--- config.mk ---
export PLATFORM = sky130hd
export DESIGN_NAME = transmitter
export DESIGN_NICKNAME = d
export VERILOG_FILES = /design/src/rtl/transmitter.sv
export SDC_FILE = /design/constraint.sdc
export NUM_CORES = 1
export LEC_CHECK = 0
export ABC_AREA = 1
export BUFFER_PORTS_ARGS = -buffer_cell sky130_fd_sc_hd__buf_2
export CORE_MARGIN = 4
export CORE_UTILIZATION = 55
export DETAILED_ROUTE_END_ITERATION = 10
export PLACE_DENSITY = 0.74
export SLEW_MARGIN = 20
export SYNTH_ARGS = -nofsm -noshare
export SYNTH_HDL_FRONTEND = slang
export SYNTH_SLANG_ARGS = --single-unit
--- constraint.sdc ---
create_clock -name clk -period 3.2 [get_ports clk]
set_input_delay 0.48 -clock clk [delete_from_list [all_inputs] [get_ports clk]]
set_output_delay 0.48 -clock clk [all_outputs]
set_load 0.05 [all_outputs]
--- src/rtl/transmitter.sv ---
// rtl/transmitter.sv - serial frame transmitter: 32-bit word, MSB first, framed by com_en_out
module transmitter #(
  parameter int BIT_CYCLES = 4,
  parameter int GAP_CYCLES = 8
) (
  input  logic        clk,
  input  logic        reset,
  input  logic [31:0] load_data,
  input  logic        load_valid,
  output logic        load_ready,
  output logic        data_out,
  output logic        com_en_out,
  output logic        busy,
  output logic        frame_done,
  output logic [15:0] frames_sent
);

  typedef enum logic [1:0] {
    IDLE = 2'd0,
    SEND = 2'd1,
    GAP  = 2'd2
  } state_t;

  localparam logic [7:0] BIT_LAST = 8'(BIT_CYCLES - 1);
  localparam logic [7:0] GAP_LAST = 8'(GAP_CYCLES - 1);

  state_t      state_q;
  logic [31:0] shift_q;
  logic [31:0] buf_q;
  logic        buf_full_q;
  logic [4:0]  bit_cnt_q;
  logic [7:0]  cyc_cnt_q;
  logic        com_en_q;
  logic        frame_done_q;
  logic [15:0] frames_q;

  logic        load_accept;
  logic        bit_wrap;
  logic        last_bit;
  logic        gap_wrap;
  logic [7:0]  cyc_cnt_d;
  logic [4:0]  bit_cnt_d;
  logic [31:0] shift_d;
  logic [15:0] frames_d;

  // Handshake, counter terminal conditions and incremented values
  always_comb begin
    load_accept = load_valid & ~buf_full_q;
    bit_wrap    = (cyc_cnt_q == BIT_LAST);
    last_bit    = (bit_cnt_q == 5'd31);
    gap_wrap    = (cyc_cnt_q == GAP_LAST);
    cyc_cnt_d   = cyc_cnt_q + 8'd1;
    bit_cnt_d   = bit_cnt_q + 5'd1;
    shift_d     = {shift_q[30:0], 1'b0};
    frames_d    = frames_q + 16'd1;
  end

  // Frame sequencer: IDLE -> SEND (32 bits) -> GAP -> SEND or IDLE
  always_ff @(posedge clk) begin
    if (reset) begin
      state_q      <= IDLE;
      shift_q      <= 32'd0;
      buf_q        <= 32'd0;
      buf_full_q   <= 1'b0;
      bit_cnt_q    <= 5'd0;
      cyc_cnt_q    <= 8'd0;
      com_en_q     <= 1'b0;
      frame_done_q <= 1'b0;
      frames_q     <= 16'd0;
    end else begin
      frame_done_q <= 1'b0;
      case (state_q)
        IDLE: begin
          if (buf_full_q) begin
            shift_q    <= buf_q;
            buf_full_q <= 1'b0;
            state_q    <= SEND;
            com_en_q   <= 1'b1;
            cyc_cnt_q  <= 8'd0;
            bit_cnt_q  <= 5'd0;
          end else if (load_accept) begin
            shift_q   <= load_data;
            state_q   <= SEND;
            com_en_q  <= 1'b1;
            cyc_cnt_q <= 8'd0;
            bit_cnt_q <= 5'd0;
          end
        end
        SEND: begin
          if (load_accept) begin
            buf_q      <= load_data;
            buf_full_q <= 1'b1;
          end
          if (bit_wrap) begin
            cyc_cnt_q <= 8'd0;
            shift_q   <= shift_d;
            bit_cnt_q <= bit_cnt_d;
            if (last_bit) begin
              state_q      <= GAP;
              com_en_q     <= 1'b0;
              frame_done_q <= 1'b1;
              frames_q     <= frames_d;
            end
          end else begin
            cyc_cnt_q <= cyc_cnt_d;
          end
        end
        GAP: begin
          if (gap_wrap) begin
            cyc_cnt_q <= 8'd0;
            bit_cnt_q <= 5'd0;
            if (buf_full_q) begin
              shift_q    <= buf_q;
              buf_full_q <= 1'b0;
              state_q    <= SEND;
              com_en_q   <= 1'b1;
            end else if (load_accept) begin
              shift_q  <= load_data;
              state_q  <= SEND;
              com_en_q <= 1'b1;
            end else begin
              state_q <= IDLE;
            end
          end else begin
            cyc_cnt_q <= cyc_cnt_d;
            if (load_accept) begin
              buf_q      <= load_data;
              buf_full_q <= 1'b1;
            end
          end
        end
        default: begin
          state_q  <= IDLE;
          com_en_q <= 1'b0;
        end
      endcase
    end
  end

  assign load_ready  = ~buf_full_q;
  assign busy        = (state_q != IDLE) | buf_full_q;
  assign com_en_out  = com_en_q;
  assign data_out    = com_en_q & shift_q[31];
  assign frame_done  = frame_done_q;
  assign frames_sent = frames_q;

endmodule

## Word level (Yosys, flattened, before mapping)

Index checks and enable logic that the tools add are counted.

- Muxes and demuxes: 36
- Add/sub/neg operators: 3
- Eq/ne operators: 10
- Bitwise logic cells: 6
- Reductions and logical operators: 12

Operators with widths:

| cell | count |
|---|---|
| two-way mux 32 bit | 6 |
| one-hot mux 32 bit (3 select lines) | 1 |
| one-hot mux 32 bit (2 select lines) | 1 |
| two-way mux 8 bit | 4 |
| one-hot mux 8 bit (3 select lines) | 1 |
| two-way mux 5 bit | 4 |
| adder 16 x 1 -> 16 bit (second input constant) | 1 |
| one-hot mux 5 bit (3 select lines) | 1 |
| two-way mux 1 bit | 10 |
| two-way mux 2 bit | 5 |
| AND reduction 3 bit | 3 |
| adder 8 x 1 -> 8 bit (second input constant) | 1 |
| == test 8 x 2 -> 1 bit (second input constant) | 1 |
| == test 8 x 3 -> 1 bit (second input constant) | 1 |
| != test 2 bit (second input constant) | 4 |
| AND reduction 4 bit | 2 |
| one-hot mux 1 bit (3 select lines) | 2 |
| one-hot mux 2 bit (3 select lines) | 1 |
| adder 5 x 1 -> 5 bit (second input constant) | 1 |
| == test 5 bit (second input constant) | 1 |
| AND reduction 2 bit | 2 |
| nonzero test 2 bit | 2 |
| != test 3 bit (second input constant) | 1 |
| NOT 1 bit | 3 |
| other kinds (7) | 8 |

- Output and inout bits: 21
- Input bits: 35
- Flip-flop bits (word level): 98
- Logic and storage cells: 76

## Depth between registers and ports, before layout

Gate-level depths: netlist of run 1.

- Depth after elaboration: 6
- Depth in mapped cells: 11

## Worst setup path before layout of run 1

OpenSTA, ideal clock, no wires.

- Path type: register -> register
- Start: register frames_q[0], in the netlist frames_sent[0]
- End: register frames_q[14], in the netlist frames_sent[14]
- Stages on the path, launching flop included: 9
- Data required time: 3083 ps
- Path slack: 1428 ps
- Arrival: 1655 ps
- Setup time: 117 ps
- Path buffers: 0
- Cell sequence: dfxtp_1 ha_1 nand2_1 nor2_1 nand3b_1 nor2_1 nand3_1 nand2_1 nor2_1

- Word-level cells in the longest chain between the ends: 1

RTL lines:

| item | line | RTL |
|---|---|---|
| start: declaration | 35 | `logic [15:0] frames_q;` |
| start signal: assignment | 102 | `frames_q <= frames_d;` |
| adder 16 x 1 -> 16 bit | 55 | `frames_d = frames_q + 16'd1;` |

No other way between the ends.
A chain may end at the register's enable or synchronous reset.

## Worst setup path after layout of run 1

- Start: register cyc_cnt_q[0]
- End: register shift_q[10]

- Word-level cells in the longest chain between the ends: 3
- Elaborated cells between the ends (all ways): 5
- Those cells by class: eq/ne (4); reduce/logical (1)

RTL lines:

| item | line | RTL |
|---|---|---|
| start: declaration | 32 | `logic [7:0] cyc_cnt_q;` |
| start signal: assignment | 105 | `cyc_cnt_q <= cyc_cnt_d;` |
| start signal: assignment | 125 | `cyc_cnt_q <= cyc_cnt_d;` |
| == test 8 x 3 -> 1 bit or == test 8 x 2 -> 1 bit (tied branches) | 51, 49 |  |
| != test 2 bit (no line) | -- |  |
| AND reduction 3 bit (no line) (*) | -- |  |
| end signal: assignment | 75 | `shift_q <= buf_q;` |
| end signal: assignment | 82 | `shift_q <= load_data;` |
| end signal: assignment | 96 | `shift_q <= shift_d;` |
| end: declaration | 28 | `logic [31:0] shift_q;` |

Mark *: on every way between the ends. The rest lies on a longest branch, timed or not.

==> results of run 1 <==
## critical path, cell delays in order (launching register included)
cell and delay [ns]:
dfxtp_1 0.39, ha_1 0.25, nand3_1 0.16, nor2_1 0.20
nor2_2 0.07, nor2_4 0.45, nand2_4 0.40, nand2_1 0.15
inv_1 0.06, nor2_1 0.12
## registers in the layout, indices dropped and copies added (netlist names)
signal / cells
cyc_cnt_q: 8
frames_sent: 16
buf_full_q: 1
shift_q: 32
bit_cnt_q: 5
state_q: 2
frame_done: 1
buf_q: 32
com_en_out: 1
## power by group
part | switching, mW | internal, mW | total, mW
registers | 0.136 | 1.55 | 1.68
clock network | 0.435 | 0.523 | 0.958
logic | 1.47 | 0.685 | 2.16
total | 2.04 | 2.75 | 4.80
## logic make-up (layout without fill, tap and decap cells)
| logic type | after synthesis | in the layout |
|---|---|---|
| AND/OR/NAND/NOR | 487 | 487 |
| buffers and inverters | 151 | 190 |
| flip-flops | 98 | 98 |
| AO/OA/AOI/OAI | 95 | 95 |
| adder cells (fa/ha/maj) | 8 | 8 |
| XOR/XNOR | 6 | 6 |
## Yosys cell counts (3+ instances only)
library cell  instances  area, um2
nor2_2                4       25.0
inv_1               110        413
nor2_1              153        574
o21ai_1               9       45.0
clkbuf_1             17       63.8
buf_1                 5       18.8
xor2_1                4       35.0
nand2_1             260        976
dfxtp_1              98       1960
nor3_1                5       25.0
o21ai_0              59        295
ha_1                  8        100
buf_6                 3       33.8
buf_2                12       60.1
a21oi_1              23        115
nand4_1               9       56.3
nand3_1              47        235
## final timing paths
kind                 startpoint          end  slack, ns  cells after the start
setup reg to reg   cyc_cnt_q[0]  shift_q[10]       0.89                      9
setup / recovery   cyc_cnt_q[0]  shift_q[10]       0.89                      9
hold / removal    load_data[28]    buf_q[28]       0.35                      3
hold reg to reg        buf_q[2]     buf_q[2]       0.47                      2
## area by class of cell
type                       count  area, um2  share of cell area
clock inverter                 6        113              0.0197
inverter                     112        420              0.0736
timing repair buffer          62        340              0.0596
multi-input combinational    596       2610               0.457
clock buffer                  10        128              0.0223
tap                          111        139              0.0243
sequential                    98       1960               0.343
## metal layers
metal,vias up,routed length (um)
li1,2635,-
met1,2169,5550
met2,86,5420
met3,16,445
met4,0,188
met5,-,0
## through the flow
stage	setup slack, ns	power, mW
floorplan	1.43	3.51
global placement	1.01	3.77
detailed placement	0.948	3.85
CTS	0.921	4.81
global route	0.597	5.28
finish	0.886	4.80
==> flow_summary.json, run 1 <==
{
  "drive_above_1_share": 0.105,
  "grt_max_degree": 59,
  "worstPathMaxFanout": 42,
  "coreArea_um2": 9200,
  "ys_seq_area_frac": 0.379,
  "max_clock_freq_mhz": 432,
  "critPathCaptureType": "flop",
  "final_area_um2": 5710,
  "portBuffers": 55,
  "avgSynthCellArea_um2": 6.13,
  "clkTransAtPathRegs_ns": 0.09,
  "hold_viol": 0,
  "dr.pass1.iters": 5,
  "antennaDiodeCount": 0,
  "syn_inst": 845,
  "power_density_nw_per_um2": 839,
  "final_common_cell": "nand2_1",
  "grt_overflow": 0,
  "cts_sinks": 98,
  "grt_pass1_wl_um": 20500,
  "via_per_inst": 4.93,
  "fin_skew_ns": 0.0115,
  "nets": 922,
  "synth_top_family_by_area": "simple AND/OR/NAND/NOR gates",
  "drt-initial-drc-count": 214,
  "drc": 0,
  "cts-resized-gates": 0,
  "leakage_nw": 2.84,
  "worst_hold_slack_ns": 0.346,
  "num_vias": 4906,
  "dpl_cell_area_um2": 5470,
  "yosys_warnings": 0,
  "synth_edf_count": 0,
  "hold_buffers": 0,
  "worst_slew_pin_slew_ns": 0.732,
  "synth_xor_xnor_area_share": 0.0101,
  "rsz0062_at_grt": "no",
  "synth_seq_cells": 98,
  "vdd_drop_max_v": 0.000440,
  "cts_buffers": 9,
  "fin_crit_ns": 2.31,
  "synthFlopType": "dfxtp_1",
  "synth_compound_area_frac": 0.0942,
  "synth_cell_types": 32,
  "post-cts-setup-buffer-count": 0,
  "cts_tree": "yes",
  "top_usage_layer": "met2",
  "startpoint_type": "flop",
  "fin_crit_sh": 0.723,
  "place_inst": 979,
  "grt_pass1_vias": 4720,
  "ios": 56,
  "grtUsageMet3": 0.0284,
  "clk-insertion-delay-late_ns": 0.37,
  "path_class": "reg -> reg",
  "rows": 35,
  "die_area_um2": 11000,
  "cts-htree-levels": 3,
  "drv_cap": 0,
  "fillCellCount": 844,
  "post-route-util": 0.621,
  "outcome": "completed",
  "grt_use_total": 0.220,
  "final_cell_mix": "nand2_1 (260), nor2_1 (153), inv_1 (109), dfxtp_1 (98), o21ai_0 (59)",
  "die_w_um": 105,
  "syn_area_um2": 5180,
  "arrival_ns": 2.61,
  "use_met1": 0.281,
  "async_reset_ff_frac": 0,
  "tns_ns": 0,
  "met2_usage": 0.380,
  "yosys.area_share.simple": 0.380,
  "holdCritPathClass": "in -> reg",
  "wl_per_cell_um": 11.7,
  "drv_slew": 0,
  "gp_congestion": 0.816,
  "ant_nets": 0,
  "relSlewSlack": 0.511,
  "setup_viol": 0,
  "instances_no_fill": 995,
  "layout-area-overhead-vs-synth_pct": 10.2,
  "hpwl_um": 7950,
  "clock_path_buffers": 2,
  "synthMuxAreaShare": 0,
  "start_util": 0.564,
  "critPathRequiredTime_ns": 3.50,
  "wl_um": 11600,
  "yosys.area_share.adder": 0.0193,
  "antenna_found_initial": 0,
  "synth_nets": 888,
  "clock-root-buffer": "clkbuf_8",
  "chipHeight_um": 105
}
(Power assumes the default switching activity.)
==> run 2, diff against run 1 <==
Settings changed: ABC_AREA 1 to 0.
Clock period 3.2 ns to 2.4 ns, I/O delays scaled along.
==> flow_summary.json, run 2 <==
{
  "arrival_ns": 2.51,
  "clkTransAtPathRegs_ns": 0.10,
  "layout-area-overhead-vs-synth_pct": 12.1,
  "yosys_warnings": 0,
  "hpwl_um": 7860,
  "hold_end": "buf_q[15]",
  "antennaDiodeCount": 0,
  "outcome": "completed",
  "holdCritPathClass": "in -> reg",
  "seqPwrFrac": 0.393,
  "grt_overflow": 0,
  "synthTopCellsByArea": "dfxtp_1 (38%), mux2i_1 (14%), nand2b_1 (8.1%), o21ai_0 (5.4%), a21oi_1 (4.8%)",
  "vdd_drop_max_v": 0.000511,
  "cp_top_family": "simple AND/OR/NAND/NOR gates",
  "grt_pass1_vias": 4406,
  "path_cells": "ha_1, and3_1, ha_1, and4bb_2, nand3_2, or4_1, a21oi_1",
  "synth_nets": 661,
  "final_cell_mix": "dfxtp_1 (97), mux2i_1 (70), nand2b_1 (67), o21ai_0 (56), buf_2 (54)",
  "slowest_stage": "or4_1",
  "wl_per_cell_um": 15.4,
  "p_int_mw": 3.44,
  "yosys.area.top_type": "dfxtp_1",
  "drive_above_1_share": 0.158,
  "drt-initial-drc-count": 269,
  "ant_nets": 0,
  "max_stage_delay_ns": 0.56,
  "hold_buffers": 0,
  "sw_frac_of_total": 0.378,
  "fin_ws_ns": 0.186,
  "rsz0062_at_grt": "no",
  "die_w_um": 105,
  "fin_crit_ns": 2.21,
  "yosys-top-cells-count": "dfxtp_1 (98), mux2i_1 (70), nand2b_1 (67), o21ai_0 (56)",
  "async_reset_ff_frac": 0,
  "clockPowerShare": 0.214,
  "critPathRequiredTime_ns": 2.69,
  "synthFlopType": "dfxtp_1",
  "fillCellCount": 786,
  "num_vias": 4566,
  "multi_input_area_um2": 3000,
  "hold_viol": 0,
  "cts_tree": "yes",
  "dp_slack_ns": 0.0970,
  "wl_um": 11900,
  "ys_seq_area_frac": 0.379,
  "cts_buffers": 9,
  "r2r_slack_ns": 0.19,
  "portBuffers": 55,
  "antenna_found_initial": 0,
  "setup_viol": 0,
  "max_clock_freq_mhz": 452,
  "chipHeight_um": 105,
  "drv_cap": 0,
  "ios": 56,
  "clock_path_buffers": 2,
  "final_common_cell": "dfxtp_1",
  "seq_area_um2": 1960,
  "syn_inst": 618,
  "crit_buf_inv": 0,
  "path_class": "reg -> reg",
  "nets": 700,
  "synth_edf_count": 0,
  "worstPathMaxFanout": 11,
  "cts-htree-levels": 3,
  "grt_pass1_wl_um": 20100,
  "fin_skew_ns": 0.00907,
  "switchingPower_mw": 2.09,
  "drc": 0,
  "clock-root-buffer": "clkbuf_8",
  "fin_crit_sh": 0.922,
  "clk-insertion-delay-late_ns": 0.36,
  "via_per_inst": 5.92,
  "grt_use_total": 0.216,
  "dpl_cell_area_um2": 5550,
  "grt_max_degree": 83,
  "synth_seq_cells": 98,
  "power_density_nw_per_um2": 954,
  "hold_start": "load_data[15]",
  "drv_slew": 0,
  "rows": 35,
  "power.share.combinational": 0.393,
  "crit_top_cell": "ha_1",
  "gp_congestion": 0.820,
  "worst_slew_pin_slew_ns": 0.736,
  "die_area_um2": 11000,
  "reg2regPathDepth": 7,
  "hold_depth": 3,
  "r2r_start": "bit_cnt_q[0]",
  "syn_area_um2": 5180,
  "cts_sinks": 98,
  "relSlewSlack": 0.509,
  "r2r_end": "frames_sent[14]",
  "tns_ns": 0,
  "start_util": 0.563,
  "coreArea_um2": 9200,
  "startpoint_type": "flop",
  "synth_cell_types": 47,
  "synth.most_common_cell": "dfxtp_1",
  "final_area_um2": 5800,
  "critPathCaptureType": "flop",
  "avgSynthCellArea_um2": 8.38,
  "dr.pass1.iters": 5,
  "leakage_nw": 2.11,
  "yosys.area.top_type_share": 0.379
}
-- run 2: cell types whose count changed after synthesis, sizes merged, moves of 5 or more --
cell,delta
nand4,+5
clkbuf,+20
a21oi,+26
nor2b,+6
buf,-8
nand2b,+67
mux2i,+70
or4,+8
nor2,-144
inv,-103
nand2,-213
nand3,-8
o31ai,+7
-- run 2: area by class of cell --
cell class / count / share of cell area
timing repair buffer: 79 / 0.0789
sequential: 98 / 0.338
clock buffer: 10 / 0.0237
inverter: 8 / 0.00518
multi-input combinational: 461 / 0.517
clock inverter: 4 / 0.0132
tap: 111 / 0.0239
-- run 2: per-layer routing --
metal	GRT usage	up-vias	share of wire
li1	-	2267	-
met1	0.273	2161	0.44
met2	0.374	120	0.49
met3	0.0408	18	0.049
met4	0.0665	0	0.017
met5	0	-	0
-- run 2: cell families after synthesis --
kind of cell,count (synthesis),share of synthesized area
fa+ha+maj,8,0.0193
xor+xnor,5,0.00846
buf+inv,59,0.0496
simple gates,231,0.251
compound gates,146,0.155
flops,98,0.379
mux,71,0.138
-- run 2: worst max path at each step --
stage / slack [ns] / cells past startpoint / end / start
final: 0.19 / 7 / frames_sent[14] / bit_cnt_q[0]
after floorplan: 0.33 / 7 / shift_q[0] / state_q[0]
after global routing: 0.02 / 7 / frames_sent[12] / bit_cnt_q[0]
after CTS: 0.08 / 7 / buf_q[1] / state_q[0]
after global placement: 0.16 / 7 / frames_sent[10] / bit_cnt_q[0]
after detailed placement: 0.1 / 7 / frames_sent[10] / bit_cnt_q[0]
-- run 2: through the flow --
step | power [mW] | util | instances | hold slack [ns]
floorplan | 3.85 | - | 618 | 0.447
detailed placement | 4.33 | 0.603 | 756 | 0.467
global route | 5.89 | 0.631 | 771 | 0.247
CTS | 5.51 | 0.627 | 770 | 0.237
finish | 5.53 | 0.631 | 771 | 0.253
global placement | 4.26 | 0.603 | 756 | 0.459
-- run 2: worst register-to-register path: stages, from the launching register on --
cell      delay (ns)
dfxtp_1         0.38
ha_1            0.17
and3_1          0.17
ha_1            0.16
and4bb_2        0.35
nand3_2         0.21
or4_1           0.56
a21oi_1         0.14
-- run 2: repair_timing --
action,4_1_cts,5_1_grt
buffers inserted,0,1
setup endpoints to repair,0,43
resized for setup,0,5
endpoints found under the hold margin,0,0
-- run 2: power groups by stage --
| stage | Sequential (mW) | Combinational [mW] | Clock, mW |
|---|---|---|---|
| after global routing | 2.22 | 2.40 | 1.27 |
| after floorplan | 2.18 | 1.67 | 0 |
| final | 2.17 | 2.18 | 1.18 |
| after CTS | 2.17 | 2.13 | 1.20 |
| after detailed placement | 2.21 | 2.12 | 0 |
| after global placement | 2.19 | 2.06 | 0 |
